**config.mk**
```make
export PLATFORM = sky130hd
export DESIGN_NAME = key_scan_sched
export DESIGN_NICKNAME = d
export VERILOG_FILES = /design/src/rtl/key_scan_sched_pkg.sv /design/src/rtl/key_evt_fifo.sv /design/src/rtl/key_scan_sched.sv
export SDC_FILE = /design/constraint.sdc
export NUM_CORES = 1
export LEC_CHECK = 0
export CORE_UTILIZATION = 30
export CTS_CLUSTER_DIAMETER = 50
export CTS_CLUSTER_SIZE = 10
export DETAILED_ROUTE_END_ITERATION = 10
export GPL_TIMING_DRIVEN = 0
export PLACE_DENSITY = 0.58
export SLEW_MARGIN = 20
export SYNTH_ARGS = -nofsm -noshare
export SYNTH_HDL_FRONTEND = slang
export SYNTH_SLANG_ARGS = --single-unit
export TNS_END_PERCENT = 20
```
**constraint.sdc**
```tcl
create_clock -name clk -period 3.9 [get_ports clk]
set_input_delay 0.975 -clock clk [delete_from_list [all_inputs] [get_ports clk]]
set_output_delay 0.975 -clock clk [all_outputs]
set_load 0.05 [all_outputs]
```
**src/rtl/key_scan_sched_pkg.sv**
```systemverilog
// Shared definitions for the key_scan / key_pad / key_scan_sched matrix path:
// sequencer state encodings, default key width and a width helper.
package key_scan_sched_pkg;

  typedef enum logic [1:0] {
    ST_IDLE = 2'd0,
    ST_RUN  = 2'd1,
    ST_STOP = 2'd2
  } sched_state_t;

  localparam int KEY_W_DEF = 5;

  // Counter width for values 0..n-1, never narrower than one bit.
  function automatic int clog2_min1(input int n);
    return (n <= 2) ? 1 : $clog2(n);
  endfunction

endpackage

```
**src/rtl/key_evt_fifo.sv**
```systemverilog
// Synchronous show-ahead FIFO for key events; the head is visible on o_data
// while o_vld is high and the last popped code is held once it drains.
module key_evt_fifo
  import key_scan_sched_pkg::*;
#(
  parameter int KEY_W = KEY_W_DEF,
  parameter int DEPTH = 4
) (
  input  logic             clk,
  input  logic             rst,
  input  logic             i_push,
  input  logic [KEY_W-1:0] i_data,
  input  logic             i_pop,
  output logic             o_vld,
  output logic [KEY_W-1:0] o_data,
  output logic             o_full
);

  localparam int AW    = $clog2(DEPTH);
  localparam int CNT_W = AW + 1;

  logic [KEY_W-1:0] r_mem [DEPTH];
  logic [AW-1:0]    r_wr_ptr;
  logic [AW-1:0]    r_rd_ptr;
  logic [CNT_W-1:0] r_count;
  logic [KEY_W-1:0] r_last;

  logic w_empty;
  logic w_pop;
  logic w_push;

  assign w_empty = (r_count == '0);
  assign o_full  = (r_count == CNT_W'(DEPTH));
  assign w_pop   = i_pop && !w_empty;
  // A full FIFO still accepts a write when the head leaves in the same cycle.
  assign w_push  = i_push && (!o_full || w_pop);

  assign o_vld  = !w_empty;
  assign o_data = w_empty ? r_last : r_mem[r_rd_ptr];

  // NOTE: storage has no reset; the pointers and count define what is valid,
  // so clearing the array would only add reset fan-out.
  always_ff @(posedge clk) begin
    if (w_push) r_mem[r_wr_ptr] <= i_data;
  end

  // NOTE: every register in a clocked block uses <=, so all of them sample
  // the pre-edge values regardless of statement order.
  always_ff @(posedge clk) begin
    if (rst) begin
      r_wr_ptr <= '0;
      r_rd_ptr <= '0;
      r_count  <= '0;
      r_last   <= '0;
    end else begin
      if (w_push) r_wr_ptr <= r_wr_ptr + 1'b1;
      if (w_pop) begin
        r_rd_ptr <= r_rd_ptr + 1'b1;
        r_last   <= r_mem[r_rd_ptr];
      end
      case ({w_push, w_pop})
        2'b10:   r_count <= r_count + 1'b1;
        2'b01:   r_count <= r_count - 1'b1;
        default: r_count <= r_count;
      endcase
    end
  end

endmodule

```
**src/rtl/key_scan_sched.sv**
```systemverilog
// Strobe generator and scan-run sequencer for key_scan, plus the event FIFO
// that buffers nkpls/nkv for the host.
module key_scan_sched
  import key_scan_sched_pkg::*;
#(
  parameter int CLK_DIV    = 100,
  parameter int FRM_DIV    = 100,
  parameter int SCAN_SLOTS = 8,
  parameter int KEY_W      = KEY_W_DEF,
  parameter int FIFO_DEPTH = 4
) (
  input  logic             clk,
  input  logic             rst,
  input  logic             scan_en,
  output logic             pls100k,
  output logic             pls1k,
  input  logic             nkpls,
  input  logic [KEY_W-1:0] nkv,
  output logic             key_vld,
  output logic [KEY_W-1:0] key_code,
  input  logic             key_rd,
  output logic             ovf,
  input  logic             ovf_clr,
  output logic             busy
);

  localparam int DIV_W  = clog2_min1(CLK_DIV);
  localparam int FRM_W  = clog2_min1(FRM_DIV);
  localparam int SLOT_W = clog2_min1(SCAN_SLOTS + 1);

  localparam logic [DIV_W-1:0]  DIV_LAST = DIV_W'(CLK_DIV - 1);
  localparam logic [FRM_W-1:0]  FRM_LAST = FRM_W'(FRM_DIV - 1);
  localparam logic [SLOT_W-1:0] SLOT_MAX = SLOT_W'(SCAN_SLOTS);

  sched_state_t      r_state;
  logic [DIV_W-1:0]  r_div_cnt;
  logic [FRM_W-1:0]  r_frm_cnt;
  logic [SLOT_W-1:0] r_slot_cnt;
  logic              r_frm_seen;
  logic              r_pls100k;
  logic              r_pls1k;
  logic              r_ovf;

  logic w_div_wrap;
  logic w_frm_wrap;
  logic w_stop_done;
  logic w_fifo_full;
  logic w_drop;

  assign w_div_wrap  = (r_div_cnt == DIV_LAST);
  assign w_frm_wrap  = (r_frm_cnt == FRM_LAST);
  // Leave STOP once the frame in flight has had its slots, or at once if no
  // frame was ever started since IDLE.
  assign w_stop_done = !scan_en && (!r_frm_seen || (r_slot_cnt >= SLOT_MAX));

  always_ff @(posedge clk) begin
    if (rst) begin
      r_state    <= ST_IDLE;
      r_div_cnt  <= '0;
      r_frm_cnt  <= '0;
      r_slot_cnt <= '0;
      r_frm_seen <= 1'b0;
      r_pls100k  <= 1'b0;
      r_pls1k    <= 1'b0;
    end else begin
      r_pls100k <= 1'b0;
      r_pls1k   <= 1'b0;
      case (r_state)
        ST_RUN, ST_STOP: begin
          if (r_state == ST_STOP && w_stop_done) begin
            r_state    <= ST_IDLE;
            r_div_cnt  <= '0;
            r_frm_cnt  <= '0;
            r_slot_cnt <= '0;
            r_frm_seen <= 1'b0;
          end else begin
            if (r_state == ST_RUN && !scan_en)     r_state <= ST_STOP;
            else if (r_state == ST_STOP && scan_en) r_state <= ST_RUN;

            if (w_div_wrap) begin
              r_div_cnt <= '0;
              r_pls100k <= 1'b1;
              if (w_frm_wrap) r_frm_cnt <= '0;
              else            r_frm_cnt <= r_frm_cnt + 1'b1;
              // Frame starts only in RUN; in STOP the wrap counts as a plain slot.
              if (w_frm_wrap && r_state == ST_RUN) begin
                r_pls1k    <= 1'b1;
                r_slot_cnt <= '0;
                r_frm_seen <= 1'b1;
              end else if (r_slot_cnt < SLOT_MAX) begin
                r_slot_cnt <= r_slot_cnt + 1'b1;
              end
            end else begin
              r_div_cnt <= r_div_cnt + 1'b1;
            end
          end
        end
        default: begin
          r_state    <= scan_en ? ST_RUN : ST_IDLE;
          r_div_cnt  <= '0;
          r_frm_cnt  <= '0;
          r_slot_cnt <= '0;
          r_frm_seen <= 1'b0;
        end
      endcase
    end
  end

  assign pls100k = r_pls100k;
  assign pls1k   = r_pls1k;
  assign busy    = (r_state != ST_IDLE);

  key_evt_fifo #(
    .KEY_W (KEY_W),
    .DEPTH (FIFO_DEPTH)
  ) u_fifo (
    .clk    (clk),
    .rst    (rst),
    .i_push (nkpls),
    .i_data (nkv),
    .i_pop  (key_rd),
    .o_vld  (key_vld),
    .o_data (key_code),
    .o_full (w_fifo_full)
  );

  assign w_drop = nkpls && w_fifo_full && !(key_rd && key_vld);

  // A drop in the same cycle as a clear leaves the flag set.
  always_ff @(posedge clk) begin
    if (rst)          r_ovf <= 1'b0;
    else if (w_drop)  r_ovf <= 1'b1;
    else if (ovf_clr) r_ovf <= 1'b0;
  end

  assign ovf = r_ovf;

endmodule

```
==> metrics.md, run 1 <==
| Metric | Value |
|---|---|
| Status | complete, no violations |
| Synth area leader | dfxtp_1 |
| Die height | 95.6 microns |
| Hold path depth | 1 |
| Clk_lat worst skew | 0.34 ns |
| Final GP Congestion | 0.749 |
| Nets | 290 |
| Clock tree sinks | 58 |
| Synth Net Count | 262 |
| CTS H-tree lvls | 3 |
| FF/Latch Area | 1360 sq um |
| Crit path DAT | 2.40 ns |
| Ys flop type | dfxtp_1 |
| Post-route minimum period | 3.37 ns |
| Fin util | 38.1% |
| Final setup violation count | 0 |
| Maximum VDD drop | 0.191 mV |
| WL final | 4550 microns |
| N_diodes | 0 |
| Setup_tns | 0 ns |
| Cells after Synth | 239 |
| Worst hold-check path type | reg2reg |
| Reg2Reg Depth | 6 |
| Fmax achieved | 296 MHz |
| WS Path Type | reg2out |
| Routed WL per cell | 12.1 microns |
| Worst slew margin | 44.6% |
| First-pass GRT wire length | 8000 microns |
| Worst setup margin | 0.526 ns |
| Finished Layout Cells | 377 |
| Worst slew pin tran | 0.826 ns |
| WP data required | 2.92 ns |
| Global Route Usage Sum | 11.8% |
| CTS Buffer Depth | 2 |
| Post-route design area | 3180 sq um |
| Post-CTS sizing | 0 |
| Total CTS buffers | 9 |
| Sequential area share after synthesis | 51.8% |
| Final Cycle Share | 86.5% |
| Max Slew Vio Count | 0 |
| Gr ovfl total | 0 |
| Worst clock skew | 0.00778 ns |
| Fill count | 818 |
| Drt first pass iters | 4 |
| Row Count | 33 |
| Vias in the first global route | 1728 |
| Yosys reg bits | 58 |
| Unique masters post-synth | 48 |
| CP Capture Type | output pin |
| CP max FO | 5 |
| Place WS | 0.870 ns |
| RSZ-0062 raised after global routing | no |
| Largest net degree at the start of global routing | 13 |
| Post-synthesis area per instance | 11.0 sq um |
| Worst-path clk slew | 0.07 ns |
| TritonCTS clock tree | done |
| Port Buf Inserts | 17 |
| Initial Util | 31.5% |
| Core Region | 8340 sq um |
| Hold_buf cts | 0 |
| Final HPWL DP | 3250 microns |
| Area growth syn-to-layout | 21.0% |
| Drt via density | 4.67 |
| CP startpoint kind | flop |
| Share of the synthesized area in the top cell type | 29.0% |
| Initial antenna violation count | 0 |
| DR vias | 1761 |
| Drt drc | 0 |
| Root Buffer | clkbuf_8 |
| Post-CTS Setup Inserts | 0 |
| Die W | 95.6 microns |
| Top cells by area, synth | dfxtp_1 29%, edfxtp_1 23%, ha_1 5.2% |
| Fraction of layout cells with a size suffix above 1 | 15.1% |
| LEAKAGE | 0.00112 uW |
| Area after DPL | 2930 sq um |
| Inst Count DP | 361 |
| Post-synth EDFFs | 20 |
| Drt first-iter violations | 68 |
| Power Density | 544 nW/um^2 |
| Area of the multi-input gates | 1180 sq um |
| Io pins | 21 |
| Fraction of registers with async set/reset | 0% |
| Max-Cap Viols | 0 |
| Full die area | 9140 sq um |
| Post-synth design cell area | 2630 sq um |
| Yosys warns | 0 |
| Detail Route Antenna Nets | 0 |
| Final hold vios | 0 |
==> cells in the mapped netlist (all sizes together) (3+ instances only) <==
library cell and number:
nor2b 6, and2 7, nand2 19, or3 4, a21oi 15, nand3b 3
nand4 4, mux4 5, ha 11, nor2 22, mux2 6, nand3 7
edfxtp 20, xor2 8, o21ai 5, nand2b 4, dfxtp 38, buf 7
and3 5, inv 11, xnor2 5, nor3 3
==> routing by layer <==
layer / vias to the layer above / GRT usage [%] / part of all wire, % / routed length [microns]
li1: 902 / - / - / -
met1: 821 / 15.1 / 49 / 2210
met2: 27 / 17.6 / 45 / 2040
met3: 11 / 2.23 / 3.1 / 140
met4: 0 / 8.58 / 3.3 / 150
met5: - / 0 / 0 / 0
==> kinds of logic after synthesis <==
logic type / after synthesis / synth area share (%)
compound gates: 33 / 8.19
xor+xnor: 13 / 4.33
fa+ha+maj: 12 / 6.00
buf+inv: 20 / 3.43
flops: 58 / 51.8
mux: 12 / 7.24
simple gates: 91 / 19.0
==> cell type report <==
type	count	area share [%]
buffer	9	1.54
tap	105	4.13
clock inverter	7	3.94
sequential	58	42.8
inverter	11	1.30
clock buffer	9	3.90
multi-input combinational	161	37.0
timing repair buffer	17	5.35
==> path summary, 6_finish.rpt <==
kind / startpoint / endpoint / slack (ns)
hold / removal: r_div_cnt[0] / r_div_cnt[0] / 0.44
setup reg to reg: u_fifo.r_count[0] / u_fifo.r_count[2] / 1.76
setup / recovery: flop / key_code[3] / 0.53
hold reg to reg: r_div_cnt[0] / r_div_cnt[0] / 0.44
==> critical path, stage by stage, from the launching register on <==
cell and delay (ns):
dfxtp_1 0.30, buf_2 0.20, mux4_2 0.55, mux2_2 0.29
clkdlybuf4s50_1 0.71
==> power breakdown <==
group	total, uW	leakage [uW]	switching [uW]	internal [uW]
registers	688	0.000492	23.9	664
logic	357	0.000507	211	146
clock network	685	0.000124	255	431
total	1730	0.00112	489	1240
==> sequential cells by signal (all words and copies together), names as in the netlist, 2 cells and up, named ones only <==
register         count
u_fifo.r_wr_ptr      2
u_fifo.r_rd_ptr      2
r_slot_cnt           4
u_fifo.r_last        5
r_div_cnt            7
r_state              2
u_fifo.r_mem        20
r_frm_cnt            7
u_fifo.r_count       3
==> metrics by stage <==
step | total power [uW] | hold slack (ns)
floorplan | 962 | 0.413
global placement | 1060 | 0.428
detailed placement | 1060 | 0.437
CTS | 1750 | 0.448
global route | 1810 | 0.474
finish | 1730 | 0.443
==> layout by cell type (no fill, tap or decap), drive strengths merged, types with 5 or more instances in the layout <==
cell type and n:
mux2 6, mux4 5, clkbuf 11, ha 11, o21ai 5, nor2b 6
nor2 22, and3 5, edfxtp 20, a21oi 15, buf 7, xnor2 5
xor2 8, inv 13, and2 7, clkdlybuf4s50 17, dfxtp 38, nand2 19
nand3 7
Note: power is estimated with default switching activity, not from simulation.
==> run 2: changes to the inputs <==
==> constraint.sdc (replaced) <==
create_clock -name clk -period 3.3 [get_ports clk]
set_input_delay 0.825 -clock clk [delete_from_list [all_inputs] [get_ports clk]]
set_output_delay 0.825 -clock clk [all_outputs]
set_load 0.05 [all_outputs]
==> metrics.md, run 2 (same netlist as run 1, synthesis figures left out) <==
| Metric | Value |
|---|---|
| Status | complete, no violations |
| CP Capture Type | output pin |
| Clk_lat worst skew | 0.34 ns |
| Global Route Usage Sum | 11.8% |
| TritonCTS clock tree | done |
| Largest net degree at the start of global routing | 13 |
| Maximum VDD drop | 0.225 mV |
| M1 WL | 2210 microns |
| Final Cycle Share | 97.0% |
| Setup_tns | 0 ns |
| Fraction of layout cells with a size suffix above 1 | 15.1% |
| Drt first-iter violations | 63 |
| Highest routed metal layer | met4 |
| Most common cell after layout, fill and taps aside | dfxtp_1 |
| Crit. path cell count | 4 |
| R2R Path Start | u_fifo.r_count[0] |
| FF/Latch Area | 1360 sq um |
| WS Path Type | reg2out |
| Crit path max-delay cell type | clkdlybuf4s50_1 |
| Delay-heaviest family, CP | buffers and inverters |
| End of the critical path | key_code[4] |
| Drt drc | 0 |
| Max reg flops | 20 |
| Reg2reg end | u_fifo.r_count[2] |
| Top flop regs | u_fifo.r_mem x20, r_div_cnt x7, r_frm_cnt x7 |
| Initial Util | 31.5% |
| Final setup violation count | 0 |
| Max Slew Vio Count | 0 |
| Power Density | 642 nW/um^2 |
| WL final | 4540 microns |
| Hold_buf cts | 0 |
| Final HPWL DP | 3250 microns |
| Initial antenna violation count | 0 |
| Final GP Congestion | 0.749 |
| Cell breakdown of the critical path | buf_2 > mux4_2 > mux2_2 > clkdlybuf4s50_1 |
| Post-CTS Setup Inserts | 0 |
| Vias in the first global route | 1728 |
| Worst clock skew | 0.00751 ns |
| Drt via density | 4.67 |
| Drt first pass iters | 4 |
| Full die area | 9140 sq um |
| RSZ-0062 raised after global routing | no |
| Tot Pwr | 2040 uW |
| Final hold vios | 0 |
| Commonest non-fill, non-tap cells in the layout | 38 x dfxtp_1, 22 x nor2_1, 20 x edfxtp_1 |
| Fill count | 819 |
| CP max FO | 5 |
| Root Buffer | clkbuf_8 |
| Die W | 95.6 microns |
| Area growth syn-to-layout | 21.0% |
| Die height | 95.6 microns |
| Buf+Inv Stages, Crit Path | 2 |
| Crit path DAT | 2.38 ns |
| CP startpoint kind | flop |
| First-pass GRT wire length | 8000 microns |
| Core Region | 8340 sq um |
| Reg-to-reg setup timing slack | 1.16 ns |
| Worst slew pin tran | 0.826 ns |
| Reg2Reg Depth | 6 |
| Row Count | 33 |
| Worst-path clk slew | 0.07 ns |
| Area of the multi-input gates | 1180 sq um |
| WP data required | 2.47 ns |
| Routed WL per cell | 12.0 microns |
| Fin util | 38.1% |
| Worst slew margin | 44.6% |
| Fmax achieved | 312 MHz |
| Port Buf Inserts | 17 |
| Routed wl met3 | 137 microns |
| Post-route minimum period | 3.20 ns |
| Reg with most FFs | u_fifo.r_mem |
| Gr ovfl total | 0 |
| LEAKAGE | 0.00114 uW |
| CTS Buffer Depth | 2 |
| CTS H-tree lvls | 3 |
| Nets | 290 |
| Detail Route Antenna Nets | 0 |
| Io pins | 21 |
| Wire length on met2 | 2040 microns |
| Max-Cap Viols | 0 |
| Total CTS buffers | 9 |
| N_diodes | 0 |
| Clock tree sinks | 58 |
| Largest stage delay on the critical path | 0.70 ns |
| Worst hold-check path type | reg2reg |
| DR vias | 1762 |
run 2: metrics by stage:
step | setup slack [ns] | hold WS [ns] | area (sq um) | instances
floorplan | 0.765 | 0.413 | 2630 | 239
global placement | 0.410 | 0.428 | 2930 | 361
detailed placement | 0.420 | 0.437 | 2930 | 361
global route | 0.0119 | 0.474 | 3180 | 377
finish | 0.0979 | 0.443 | 3180 | 377
CTS | 0.0423 | 0.448 | 3180 | 377
run 2: report_power, final:
part / switching [uW] / internal [uW]
combinational: 248 / 172
clock: 301 / 509
sequential: 28.3 / 785
run 2: worst min-delay path by stage:
stage,from,to,cells after the start
2_1_floorplan,r_div_cnt[0],r_div_cnt[0],1
3_5_place_dp,r_div_cnt[0],r_div_cnt[0],1
5_1_grt,r_div_cnt[0],r_div_cnt[0],1
6_report,r_div_cnt[0],r_div_cnt[0],1
4_1_cts,r_div_cnt[0],r_div_cnt[0],1
3_3_place_gp,r_div_cnt[0],r_div_cnt[0],1
run 2: layout make-up:
class | instances | share of cell area (%)
sequential | 58 | 42.8
multi-input combinational | 161 | 37.0
timing repair buffer | 17 | 5.43
tap | 105 | 4.13
clock inverter | 7 | 3.93
clock buffer | 9 | 3.89
buffer | 9 | 1.53
inverter | 11 | 1.30
run 2: routing by layer:
layer	global-route usage (%)	vias to the layer above
li1	-	903
met1	15.1	821
met2	17.6	27
met3	2.23	11
met4	8.58	0
met5	0	-
run 2: worst register-to-register path: stages (launching register included):
cell	delay, ns
dfxtp_1	0.44
o31a_1	0.17
buf_2	0.22
nand2b_1	0.11
fa_1	0.46
o31ai_2	0.27
mux2_2	0.35
run 2: repair_timing:
action                     in CTS  in global routing
hold endpoints to repair        0                  0
gates resized for setup         0                  1
setup endpoints to repair       0                  1
==> run 3: changes to the inputs <==
--- a/config.mk
+++ b/config.mk
@@ -5,6 +5,7 @@
 export SDC_FILE = /design/constraint.sdc
 export NUM_CORES = 1
 export LEC_CHECK = 0
+export ABC_CLOCK_PERIOD_IN_PS = 3300
 export CORE_UTILIZATION = 30
 export CTS_CLUSTER_DIAMETER = 50
 export CTS_CLUSTER_SIZE = 10
==> results of run 3 <==
No change in the layout: final DEF, timing and power equal those of run 2.
